## src/rtl/rw_port_sched.sv

```systemverilog
// rw_port_sched
//   Shares one single-port storage resource between a read requester and a
//   write requester. It issues registered, mutually exclusive read/write
//   strobes and inserts bus-turnaround idle cycles on every direction change.
//   It also caps burst length so that a waiting requester is served within
//   MAX_BURST + TURNAROUND + 1 cycles.
//
// Parameters
//   MAX_BURST  : consecutive strobes allowed in one direction while the other
//                requester waits (1..15)
//   TURNAROUND : minimum idle cycles between opposite-direction strobes (0..3)
//
// Ports
//   clock    in   single clock, posedge
//   resetn   in   synchronous active-low reset
//   rd_req   in   level read request; one read consumed per granted cycle
//   wr_req   in   level write request; one write consumed per granted cycle
//   read     out  registered read strobe to the resource
//   write    out  registered write strobe to the resource
//   ready    out  write acknowledge, write delayed one cycle
//   rd_valid out  read data valid, read delayed one cycle
//   busy     out  high during turnaround cycles
module rw_port_sched #(
    parameter int MAX_BURST  = 4,
    parameter int TURNAROUND = 1
) (
    input  logic clock,
    input  logic resetn,
    input  logic rd_req,
    input  logic wr_req,
    output logic read,
    output logic write,
    output logic ready,
    output logic rd_valid,
    output logic busy
);

    localparam logic [3:0] MAXB = 4'(MAX_BURST);
    localparam logic [1:0] TA   = 2'(TURNAROUND);

    typedef enum logic [1:0] {S_IDLE, S_RD, S_WR, S_TURN} state_t;
    typedef enum logic {DIR_RD, DIR_WR} dir_t;

    state_t     state;
    dir_t       last_dir;
    dir_t       target;
    logic [3:0] burst_cnt;
    logic [1:0] gap_cnt;

    dir_t idle_tgt;
    logic gap_ok;
    logic tgt_req;

    function automatic logic [3:0] burst_inc(input logic [3:0] b);
        return (b == 4'hF) ? b : b + 4'd1;
    endfunction

    function automatic logic [1:0] gap_inc(input logic [1:0] g);
        return (g >= TA) ? g : g + 2'd1;
    endfunction

    // On a tie, serve the direction that was not served last.
    assign idle_tgt = (rd_req && wr_req) ? ((last_dir == DIR_WR) ? DIR_RD : DIR_WR)
                                         : (wr_req ? DIR_WR : DIR_RD);
    assign gap_ok   = (gap_cnt >= TA);
    assign tgt_req  = (target == DIR_WR) ? wr_req : rd_req;

    always_ff @(posedge clock) begin
        if (!resetn) begin
            state     <= S_IDLE;
            read      <= 1'b0;
            write     <= 1'b0;
            ready     <= 1'b0;
            rd_valid  <= 1'b0;
            busy      <= 1'b0;
            burst_cnt <= '0;
            gap_cnt   <= TA;        // no turnaround owed after reset
            last_dir  <= DIR_WR;    // first tie goes to read
            target    <= DIR_RD;
        end else begin
            ready    <= write;
            rd_valid <= read;
            read     <= 1'b0;
            write    <= 1'b0;
            busy     <= 1'b0;
            gap_cnt  <= gap_inc(gap_cnt);

            case (state)
                S_IDLE: begin
                    burst_cnt <= '0;
                    if (rd_req || wr_req) begin
                        if (idle_tgt == last_dir || gap_ok) begin
                            last_dir <= idle_tgt;
                            gap_cnt  <= '0;
                            if (idle_tgt == DIR_RD) begin
                                state     <= S_RD;
                                read      <= 1'b1;
                                burst_cnt <= wr_req ? 4'd1 : 4'd0;
                            end else begin
                                state     <= S_WR;
                                write     <= 1'b1;
                                burst_cnt <= rd_req ? 4'd1 : 4'd0;
                            end
                        end else begin
                            state  <= S_TURN;
                            busy   <= 1'b1;
                            target <= idle_tgt;
                        end
                    end
                end

                S_RD: begin
                    if (!rd_req) begin
                        state     <= S_IDLE;
                        burst_cnt <= '0;
                    end else if (wr_req && burst_cnt >= MAXB) begin
                        if (TURNAROUND == 0) begin
                            state     <= S_WR;
                            write     <= 1'b1;
                            last_dir  <= DIR_WR;
                            gap_cnt   <= '0;
                            burst_cnt <= 4'd1;  // reader is still waiting
                        end else begin
                            state     <= S_TURN;
                            busy      <= 1'b1;
                            target    <= DIR_WR;
                            burst_cnt <= '0;
                        end
                    end else begin
                        read    <= 1'b1;
                        gap_cnt <= '0;
                        if (wr_req)
                            burst_cnt <= burst_inc(burst_cnt);
                    end
                end

                S_WR: begin
                    if (!wr_req) begin
                        state     <= S_IDLE;
                        burst_cnt <= '0;
                    end else if (rd_req && burst_cnt >= MAXB) begin
                        if (TURNAROUND == 0) begin
                            state     <= S_RD;
                            read      <= 1'b1;
                            last_dir  <= DIR_RD;
                            gap_cnt   <= '0;
                            burst_cnt <= 4'd1;  // writer is still waiting
                        end else begin
                            state     <= S_TURN;
                            busy      <= 1'b1;
                            target    <= DIR_RD;
                            burst_cnt <= '0;
                        end
                    end else begin
                        write   <= 1'b1;
                        gap_cnt <= '0;
                        if (rd_req)
                            burst_cnt <= burst_inc(burst_cnt);
                    end
                end

                S_TURN: begin
                    burst_cnt <= '0;
                    if (tgt_req && gap_ok) begin
                        last_dir <= target;
                        gap_cnt  <= '0;
                        if (target == DIR_WR) begin
                            state     <= S_WR;
                            write     <= 1'b1;
                            burst_cnt <= rd_req ? 4'd1 : 4'd0;
                        end else begin
                            state     <= S_RD;
                            read      <= 1'b1;
                            burst_cnt <= wr_req ? 4'd1 : 4'd0;
                        end
                    end else if (tgt_req) begin
                        busy <= 1'b1;
                    end else if (rd_req || wr_req) begin
                        // The remaining request is the direction just served,
                        // so the bus needs no turnaround to go back to it.
                        gap_cnt <= '0;
                        if (target == DIR_WR) begin
                            state    <= S_RD;
                            read     <= 1'b1;
                            last_dir <= DIR_RD;
                        end else begin
                            state    <= S_WR;
                            write    <= 1'b1;
                            last_dir <= DIR_WR;
                        end
                    end else begin
                        state <= S_IDLE;
                    end
                end

                default: state <= S_IDLE;
            endcase
        end
    end

endmodule

```

## config.mk

```make
export PLATFORM = sky130hd
export DESIGN_NAME = rw_port_sched
export DESIGN_NICKNAME = d
export VERILOG_FILES = /design/src/rtl/rw_port_sched.sv
export SDC_FILE = /design/constraint.sdc
export NUM_CORES = 1
export LEC_CHECK = 0
export ABC_CLOCK_PERIOD_IN_PS = 2890
export CAP_MARGIN = 10
export CORE_MARGIN = 2
export CORE_UTILIZATION = 55
export DETAILED_ROUTE_END_ITERATION = 10
export HOLD_SLACK_MARGIN = 0.02
export PLACE_DENSITY = 0.83
export SLEW_MARGIN = 20
export SYNTH_ARGS = -nofsm -noshare
export SYNTH_HDL_FRONTEND = slang
export SYNTH_SLANG_ARGS = --single-unit
```

## constraint.sdc

```tcl
create_clock -name clock -period 2.89 [get_ports clock]
set_input_delay 0.4335 -clock clock [delete_from_list [all_inputs] [get_ports clock]]
set_output_delay 0.4335 -clock clock [all_outputs]
set_load 0.03 [all_outputs]
```

# After elaboration in Yosys (flattened, before gate mapping)
# Index checks and enable logic that the tools add are counted.
# W data, S select, Z words.
[classes] n_addsub=2 n_lt_le_gt_ge=2 eq_ne=18 n_mux=85 n_reduce_logical=13
[ops] op="$mux W1" count=48
[ops] op="$mux W2" count=22
[ops] op="$mux W4" count=7
[ops] op="$pmux W2 S4" count=2
[ops] op="$pmux W4 S4" count=1
[ops] op="$ne A2 B2 Y1 const B" count=7
[ops] op="$ne A3 B3 Y1 const B" count=4
[ops] op="$pmux W1 S3" count=3
[ops] op="$ne A4 B4 Y1 const B" count=2
[ops] op="$reduce_and A7 Y1" count=1
[ops] op="$reduce_and A5 Y1" count=1
[ops] op="$add A4 B1 Y4 const B" count=1
[ops] op="$eq A2 B2 Y1 const B" count=2
[ops] op="$eq A4 B4 Y1 const B" count=1
[ops] op="$ge A4 B3 Y1 const B" count=1
[ops] op="$logic_and A1 B1 Y1" count=4
[ops] op="$pmux W1 S4" count=1
[ops] op="$reduce_and A4 Y1" count=1
[ops] op="$reduce_bool A3 Y1" count=1
[ops] op="$add A2 B1 Y2 const B" count=1
[ops] op="$eq A2 B1 Y1 const B" count=1
[ops] op="$ge A2 B1 Y1 const B" count=1
[ops] op="$logic_not A2 Y1" count=1
[ops] op="$logic_or A1 B1 Y1" count=2
[ops] op="other kinds (4)" count=4
[word_totals] register_bits=15 input_bits=4 output_inout_bits=5

# Logic depth before layout (Yosys ltp)
# Gate-level depths: netlist (run 1).
[logic_depth] word_depth=7 depth_mapped=7 depth_no_buf=6

# Least setup slack after synthesis (run 1)
# Ideal clock, no wire load.
[synth_path] path_type="flip-flop to flip-flop" start="register state[0]" end="register state[1]" setup_ns=0.119 t_arrival_ns=1.598 path_slack_ns=1.173 stages_incl_launch_ff=8 period_less_slack_ns=1.717 cell_sequence="dfxtp_1 > inv_1 > ha_1 > buf_6 > a22oi_4 > o211ai_4 > a311o_1 > o221a_1"
[synth_via] elab_chain_len=3
[synth_rtl] item="from (decl)" line="44" text="state_t state;"
[synth_rtl] item="from (signal assigned)" line="70" text="state <= S_IDLE;"
[synth_rtl] item="from (signal assigned)" line="96" text="state <= S_RD;"
[synth_rtl] item="from (signal assigned)" line="100" text="state <= S_WR;"
[synth_rtl] item="$eq A2 B2 Y1 (tied with other cells)" line="88" text="case (state)"
[synth_rtl] item="$ne A3 B3 Y1 (no source line) or $ne A2 B2 Y1 (tied branches)"
[synth_rtl] item="$reduce_and A4 Y1 (no source line)"
# Parallel ways exist; a longest one is shown, timed or not.
# A chain may end at the register's enable or synchronous reset.

# Worst setup path in the final report (run 1)
[layout_path] start="input rd_req" end="register burst_cnt[0]"
[layout_via] elab_chain_len=7
[layout_rtl] item="from (decl)" line="29" text="input logic rd_req,"
[layout_rtl] item="$logic_and A1 B1 Y1" line="63" text="assign idle_tgt = (rd_req && wr_req) ? ((last_dir == DIR_WR) ? DIR_RD : DIR_WR)"
[layout_rtl] item="$mux W1" line="63"
[layout_rtl] item="$eq A1 B1 Y1" line="92" text="if (idle_tgt == last_dir || gap_ok) begin"
[layout_rtl] item="$logic_or A1 B1 Y1" line="92"
[layout_rtl] item="$mux W1" line="92"
[layout_rtl] item="$mux W1" line="91" text="if (rd_req || wr_req) begin"
[layout_rtl] item="$pmux W4 S4" line="88"
[layout_rtl] item="to (signal assigned)" line="98" text="burst_cnt <= wr_req ? 4'd1 : 4'd0;"
[layout_rtl] item="to (signal assigned)" line="102" text="burst_cnt <= rd_req ? 4'd1 : 4'd0;"
[layout_rtl] item="to (signal assigned)" line="133" text="burst_cnt <= burst_inc(burst_cnt);"
[layout_rtl] item="to (decl)" line="47" text="logic [3:0] burst_cnt;"
# Parallel ways exist; a longest one is shown, timed or not.

==> results of run 1 <==
==> cells by family after synthesis <==
family,synth area share
compound gates,0.297
simple gates,0.202
buf+inv,0.0905
fa+ha+maj,0.0763
mux,0.0731
flops,0.262
==> placed cells by master, fill, tap and decap left out, drive strengths merged, types with 4 or more instances in the layout <==
master | Yosys | routed
a211oi | 4 | 4
a21oi | 4 | 4
clkbuf | 3 | 4
clkdlybuf4s50 | 0 | 8
dfxtp | 15 | 15
ha | 7 | 7
inv | 10 | 10
mux2i | 8 | 8
nand2 | 8 | 8
nand2b | 4 | 4
nand3b | 4 | 4
nor2 | 7 | 7
nor3 | 4 | 4
o21ai | 7 | 7
o22ai | 4 | 4
==> cell type report <==
cell class	instances	area, um2
well taps	27	33.8
repair buffers	11	103
inverters	10	37.5
flip-flops and latches	15	300
fillers	185	718
multi-input cells	97	743
clock buffers	4	26.3
==> power by group through the flow <==
stage | Clock [mW] | Combinational, mW | Sequential, mW
finish | 0.124 | 0.730 | 0.322
global route | 0.135 | 0.805 | 0.331
CTS | 0.125 | 0.722 | 0.320
detailed placement | 0 | 0.718 | 0.324
global placement | 0 | 0.701 | 0.321
floorplan | 0 | 0.555 | 0.342
==> stage by stage <==
step / std cells / power [mW] / utilization
floorplan: 133 / 0.896 / -
global placement: 160 / 1.02 / 0.621
detailed placement: 160 / 1.04 / 0.621
CTS: 164 / 1.17 / 0.634
global route: 164 / 1.27 / 0.634
finish: 164 / 1.18 / 0.634
==> sequential cells by signal, indices dropped and copies added, names as in the netlist <==
register / count
last_dir: 1
rd_valid: 1
read: 1
target: 1
write: 1
gap_cnt: 2
burst_cnt: 4
ready: 1
state: 2
busy: 1
==> worst register-to-register path: stages, from the launching register on <==
cell and delay, ps:
dfxtp_1 410, inv_1 90, ha_1 350, a22oi_4 280, o211ai_4 130, a311o_1 330
o221a_1 240
==> worst paths after layout <==
| path | slack [ps] | endpoint | from | cells past startpoint |
|---|---|---|---|---|
| setup / recovery | 770 | burst_cnt[0] | rd_req | 6 |
| hold / removal | 470 | rd_valid | read | 1 |
| setup reg to reg | 950 | state[1] | state[0] | 6 |
| hold reg to reg | 470 | rd_valid | read | 1 |
==> per-layer routing <==
layer  track usage  part of all wire  up-vias
li1              -                 -      506
met1         0.280              0.43      488
met2         0.400              0.47       44
met3        0.0303             0.085        5
met4         0.106             0.013        0
met5             0                 0        -
==> flow_metrics.py, run 1 <==
metrics = {
    "status": {
        "outcome": "finished clean",
    },
    "clocking": {
        "clk_pin_slew_ps": 90,
        "h-tree-depth": 1,
        "clk_latency_ps": 290,
        "cts_buffers": 3,
        "cts_setup_buffers": 0,
        "cts_resized": 0,
        "holdBufCountCts": 0,
        "clkSinkCount": 15,
        "cts_tree": "done",
        "clockBufferDepth": 2,
        "root_buffer": "clkbuf_4",
    },
    "place": {
        "post-place-ws_ps": 483,
        "placedInstanceArea_um2": 1220,
        "place_hpwl_um": 1890,
        "gp_congestion": 0.836,
        "io_buffer_count": 8,
    },
    "yosys": {
        "ys_seq_area_frac": 0.262,
        "synth_ff_type": "dfxtp_1",
        "yosys_register_bits": 15,
        "syn_avg_cell_area_um2": 8.63,
        "synth_cell_types": 49,
        "synth.area.top_cells": "dfxtp_1 26%, ha_1 7.6%, mux2i_1 6.1%",
        "syn-num-nets": 144,
        "yosysWarnings": 0,
        "synth_edf_count": 0,
        "netlist_instances": 133,
        "async_reset_ff_frac": 0,
        "synth_commonest_cells": "15 x dfxtp_1, 10 x inv_1, 8 x nand2_1",
        "yosysTopAreaCell": "dfxtp_1",
        "synth_top_area_frac": 0.262,
        "synth_most_common_cell": "dfxtp_1",
        "syn_area_um2": 1150,
    },
    "floorplan": {
        "start_util": 0.585,
        "rows": 16,
        "ios": 9,
        "die_w_um": 49.7,
        "coreArea_um2": 1960,
        "die_h_um": 49.7,
        "die-area_um2": 2470,
    },
    "detailed_routing": {
        "wl_per_cell_um": 15.7,
        "drt_wl_total_um": 2580,
        "firstDrtPassIters": 4,
        "drtAntennaViolNets": 0,
        "via_count": 1043,
        "drt_iter0_drc": 49,
        "drc": 0,
        "via_per_inst": 6.36,
    },
    "critical_path": {
        "cp-end-kind": "flop",
        "path_cells": "clkdlybuf4s50_1, buf_4, a22oi_4, o211ai_4, or4b_1, a21oi_1",
        "slowest_delay_ps": 750,
        "critPathMaxFanout": 12,
        "crit_family": "buffers and inverters",
        "path_class": "in -> reg",
        "cp.arrival_ps": 2350,
        "cp_slowest_cell": "clkdlybuf4s50_1",
        "critPathLaunchType": "primary input",
        "required_ps": 3120,
        "critPathBufInv": 2,
    },
    "power": {
        "comb_power_share": 0.621,
        "p_sw_frac": 0.465,
        "clock_power_share": 0.105,
        "power_switching_mw": 0.546,
        "powerDensity_nw_per_um2": 946,
        "p_int_mw": 0.629,
        "p_leak_nw": 0.521,
        "worst_ir_drop_vdd_uv": 535,
        "seqPwrFrac": 0.274,
    },
    "global_routing": {
        "antenna_found_initial": 0,
        "grt_pass1_wl_um": 4420,
        "groute.usage.overall": 0.230,
        "gr-total-overflow": 0,
        "grt_start_max_net_pins": 13,
        "grt_pass1_vias": 1031,
    },
    "sta": {
        "final_hold_viol_count": 0,
        "finClkSkew_ps": 4.73,
        "setup_ws_ps": 769,
        "drv_slew": 0,
        "setup_tns_ps": 0,
        "holdWs_ps": 468,
        "fin_crit_sh": 0.734,
        "worst_pin_slew_ps": 545,
        "period_minus_slack_ps": 2120,
        "relSlewSlack": 0.636,
        "fmaxAchievable_mhz": 472,
        "rsz0062_at_grt": "no",
        "setup_viol": 0,
    },
    "final_layout": {
        "num_antenna_cells": 0,
        "fin_area_um2": 1240,
        "layout-drive-gt1-share": 0.102,
        "syn2layout_area_growth_pct": 8.40,
        "fin_nets": 149,
    },
    "run": {
        "maxCapViolCount": 0,
    },
    "hold_path": {
        "hold_path_class": "reg -> reg",
    },
}
No activity file was read; power rests on OpenSTA's default activity.
==> inputs of run 2 (changes only) <==
ABC_CLOCK_PERIOD_IN_PS = 1780   (was 2890)
CORE_ASPECT_RATIO = 0.6   (was not set)
CORE_UTILIZATION = 51   (was 55)
PLACE_DENSITY = 0.81   (was 0.83)
clock period = 1.78 ns   (was 2.89 ns; I/O delays follow)
==> flow_metrics.py, run 2 (synthesized netlist as in run 1, its figures left out) <==
metrics = {
    "final_layout": {
        "fin_area_um2": 1450,
        "layout_common_cells": "24 x buf_4, 14 x dfxtp_1, 9 x inv_1",
        "multi_input_area_um2": 764,
        "regArea_um2": 302,
        "num_antenna_cells": 0,
        "layout_commonest_cell": "buf_4",
        "largest-register": "burst_cnt",
        "largest_reg_flops": 4,
        "syn2layout_area_growth_pct": 26.2,
        "fillers": 177,
        "reg.largest.list": "burst_cnt: 4 flops, gap_cnt: 2 flops, state: 2 flops",
        "fin_nets": 170,
        "fin_util": 0.674,
        "layout.cells.non_filler": 188,
        "layout-drive-gt1-share": 0.278,
    },
    "detailed_routing": {
        "firstDrtPassIters": 4,
        "wl_per_cell_um": 16.3,
        "drt_iter0_drc": 77,
        "drt_wl_total_um": 3060,
        "via_per_inst": 6.02,
        "via_count": 1131,
        "drtAntennaViolNets": 0,
        "drc": 0,
    },
    "sta": {
        "fin_crit_sh": 0.957,
        "fmaxAchievable_mhz": 587,
        "setup_viol": 0,
        "finClkSkew_ps": 6.67,
        "worst_pin_slew_ps": 390,
        "drv_slew": 0,
        "period_minus_slack_ps": 1700,
        "relSlewSlack": 0.736,
        "holdWs_ps": 463,
        "final_hold_viol_count": 0,
    },
    "critical_path": {
        "path_class": "reg -> reg",
        "cp.arrival_ps": 1890,
        "rrSetupSlack_ps": 80,
        "r2r_start": "state[0]",
        "critPathLaunchType": "flop",
        "reg2regPathDepth": 6,
        "required_ps": 1960,
        "cp-end-kind": "flop",
        "critPathMaxFanout": 6,
        "reg2reg_to": "burst_cnt[0]",
    },
    "global_routing": {
        "grt_pass1_wl_um": 4550,
        "grt_start_max_net_pins": 13,
        "busiest_layer": "met2",
        "met2_usage": 0.429,
        "grtUsageMet1": 0.297,
        "antenna_found_initial": 0,
        "gr-total-overflow": 0,
        "grt_pass1_vias": 976,
        "met3_usage": 0.0467,
        "groute.usage.overall": 0.240,
    },
    "run": {
        "maxCapViolCount": 0,
    },
    "clocking": {
        "root_buffer": "clkbuf_8",
        "cts_tree": "done",
        "cts_buffers": 3,
        "clkSinkCount": 15,
        "cts_setup_buffers": 0,
        "clockBufferDepth": 2,
        "clk_latency_ps": 260,
        "clk_pin_slew_ps": 70,
        "h-tree-depth": 1,
    },
    "floorplan": {
        "die_w_um": 65.2,
        "rows": 13,
        "die-area_um2": 2660,
        "start_util": 0.534,
        "die_h_um": 40.7,
        "coreArea_um2": 2150,
        "ios": 9,
    },
    "power": {
        "worst_ir_drop_vdd_uv": 663,
        "powerDensity_nw_per_um2": 1590,
        "finalPower_mw": 2.30,
        "p_leak_nw": 0.630,
    },
    "place": {
        "placedInstanceArea_um2": 1380,
        "gp_congestion": 0.898,
        "dp.cells": 184,
        "place_hpwl_um": 2290,
        "io_buffer_count": 8,
    },
    "hold_path": {
        "holdPathEnd": "ready",
        "hold_path_class": "reg -> reg",
        "min_path_cells": 1,
        "min_from": "write",
    },
    "status": {
        "outcome": "finished clean",
    },
}
## run 2: metal layers
metal | vias to the layer above | part of all wire
met5 | - | 0
met4 | 0 | 0.014
met3 | 6 | 0.090
met2 | 57 | 0.44
met1 | 518 | 0.45
li1 | 550 | -
## run 2: what timing repair did
item,CTS,global route
endpoints found under the hold margin,0,0
setup endpoints to repair,0,5
gates resized for setup,0,8
hold buffers,0,0
## run 2: final cells by class
| type | instances | area share |
|---|---|---|
| clock buffer | 3 | 0.0285 |
| timing repair buffer | 32 | 0.180 |
| sequential | 15 | 0.208 |
| tap | 30 | 0.0259 |
| inverter | 10 | 0.0259 |
| multi-input combinational | 97 | 0.528 |
| clock inverter | 1 | 0.00346 |
## run 2: power by group
group / switching (mW) / internal (mW)
clock network: 0.129 / 0.155
registers: 0.0712 / 0.438
logic: 0.794 / 0.718
total: 0.994 / 1.31
## run 2: worst max path at each step
stage | end | slack (ps) | startpoint | depth (start not counted)
floorplan | state[1] | 60 | state[0] | 7
detailed placement | gap_cnt[1] | -190 | wr_req | 6
global placement | state[1] | -110 | wr_req | 6
CTS | state[0] | 20 | state[1] | 6
finish | burst_cnt[0] | 80 | state[0] | 6
global route | gap_cnt[0] | -4 | state[0] | 7
## run 2: through the flow
stage / worst slack, ps / TNS [ps]
after global routing: -3.51 / -3.51
after CTS: 21.7 / 0
after global placement: -114 / -662
after floorplan: 62.9 / 0
final: 76.9 / 0
after detailed placement: -185 / -1040
## run 2: worst max-delay path, stage by stage, from the launching register on
cell      delay, ps
dfxtp_1         330
buf_4           130
ha_2            240
a22oi_4          80
o211ai_4        260
or4b_1          470
a21oi_1         130
==> inputs of run 3 (changes only) <==
CORE_UTILIZATION = 45   (was 51)
PLACE_DENSITY = 0.74   (was 0.81)
SLEW_MARGIN = 10   (was 20)
==> flow_metrics.py, run 3 (synthesized netlist as in run 1, its figures left out) <==
metrics = {
    "detailed_routing": {
        "drc": 0,
        "via_count": 1105,
        "drtAntennaViolNets": 0,
        "wl_per_cell_um": 15.6,
        "drt_wl_total_um": 2920,
        "drt_iter0_drc": 98,
        "firstDrtPassIters": 4,
        "via_per_inst": 5.91,
    },
    "floorplan": {
        "die-area_um2": 2980,
        "rows": 14,
        "start_util": 0.465,
        "coreArea_um2": 2470,
        "die_w_um": 69.2,
        "die_h_um": 43.1,
        "ios": 9,
    },
    "sta": {
        "finClkSkew_ps": 1.66,
        "final_hold_viol_count": 0,
        "fmaxAchievable_mhz": 592,
        "setup_viol": 0,
        "period_minus_slack_ps": 1690,
        "rsz0062_at_grt": "no",
        "drv_slew": 0,
        "fin_crit_sh": 0.949,
        "worst_pin_slew_ps": 473,
        "holdWs_ps": 467,
        "setup_tns_ps": 0,
        "setup_ws_ps": 91.0,
        "relSlewSlack": 0.680,
    },
    "final_layout": {
        "fin_nets": 167,
        "layout-drive-gt1-share": 0.258,
        "fin_util": 0.581,
        "multi_input_area_um2": 769,
        "reg.largest.list": "burst_cnt: 4 flops, gap_cnt: 2 flops, state: 2 flops",
        "num_antenna_cells": 0,
        "fin_area_um2": 1440,
        "layout_common_cells": "21 x buf_4, 14 x dfxtp_1, 10 x inv_1",
        "largest-register": "burst_cnt",
        "layout_commonest_cell": "buf_4",
        "regArea_um2": 302,
        "syn2layout_area_growth_pct": 25.1,
        "largest_reg_flops": 4,
        "fillers": 219,
    },
    "hold_path": {
        "min_from": "read",
        "hold_path_class": "reg -> reg",
    },
    "critical_path": {
        "cp-end-kind": "flop",
        "critPathMaxFanout": 6,
        "reg2reg_to": "burst_cnt[0]",
        "slowest_delay_ps": 470,
        "cp_slowest_cell": "or4b_1",
        "path_cells": "buf_4, ha_2, a22oi_4, o211ai_4, or4b_1, a21oi_1",
        "crit_end": "burst_cnt[0]",
        "r2r_start": "state[0]",
        "cp.arrival_ps": 1880,
        "required_ps": 1970,
        "path_class": "reg -> reg",
        "startpoint": "state[0]",
        "critPathLaunchType": "flop",
        "rrSetupSlack_ps": 90,
        "reg2regPathDepth": 6,
        "critPathBufInv": 1,
        "crit_cells": 6,
        "crit_family": "simple AND/OR/NAND/NOR gates",
    },
    "power": {
        "powerDensity_nw_per_um2": 1570,
        "worst_ir_drop_vdd_uv": 737,
        "p_leak_nw": 0.628,
    },
    "place": {
        "place_hpwl_um": 2260,
        "io_buffer_count": 8,
        "post-place-ws_ps": -191,
        "placedInstanceArea_um2": 1360,
        "gp_congestion": 0.997,
    },
    "clocking": {
        "clkSinkCount": 15,
        "clockBufferDepth": 2,
        "h-tree-depth": 1,
        "root_buffer": "clkbuf_8",
        "cts_buffers": 3,
        "holdBufCountCts": 0,
        "clk_pin_slew_ps": 60,
        "clk_latency_ps": 260,
        "cts_tree": "done",
    },
    "global_routing": {
        "grt_pass1_wl_um": 5040,
        "antenna_found_initial": 0,
        "grt_start_max_net_pins": 11,
        "grt_pass1_vias": 1034,
        "groute.usage.overall": 0.220,
        "gr-total-overflow": 0,
    },
    "status": {
        "outcome": "finished clean",
    },
    "run": {
        "maxCapViolCount": 0,
    },
}
run 3: cell type report:
cell class                      instances  share of cell area
Sequential cell                        15               0.210
Inverter                               10              0.0262
Timing Repair Buffer                   29               0.167
Tap cell                               32              0.0279
Clock inverter                          1             0.00349
Multi-Input combinational cell         97               0.536
Clock buffer                            3              0.0288
run 3: worst min-delay path by stage:
stage,to,cells past startpoint
finish,rd_valid,1
global route,rd_valid,1
CTS,rd_valid,1
detailed placement,rd_valid,1
global placement,rd_valid,1
floorplan,burst_cnt[1],2
run 3: repair_timing:
action                     CTS  global route
resized for setup            0             9
setup endpoints to repair    0             9
buffers inserted             0             0
run 3: worst reg2reg max path, delay by kind of cell, from the launching register on:
family                     cells  cell delay, ps
and+or+nand+nor                1             470
buffers and inverters          1             120
DFF                            1             360
AOI/OAI and AO/OA              3             460
adders and majority gates      1             220
run 3: metal layers:
metal / routed length, um / GRT usage / vias to the layer above
li1: - / - / 540
met1: 1370 / 0.313 / 503
met2: 1260 / 0.329 / 57
met3: 273 / 0.0523 / 5
met4: 27 / 0.0667 / 0
met5: 0 / 0 / -
run 3: per-stage QoR:
step           cells  total power [mW]
2_1_floorplan    133              1.46
3_3_place_gp     183              1.85
3_5_place_dp     183              1.88
4_1_cts          187              2.17
5_1_grt          187              2.41
6_report         187              2.25
run 3: power breakdown:
group          internal [mW]  total [mW]  switching [mW]
Sequential             0.438       0.517          0.0793
Clock                  0.156       0.286           0.130
Combinational          0.676        1.44           0.769
Total                   1.27        2.25           0.978
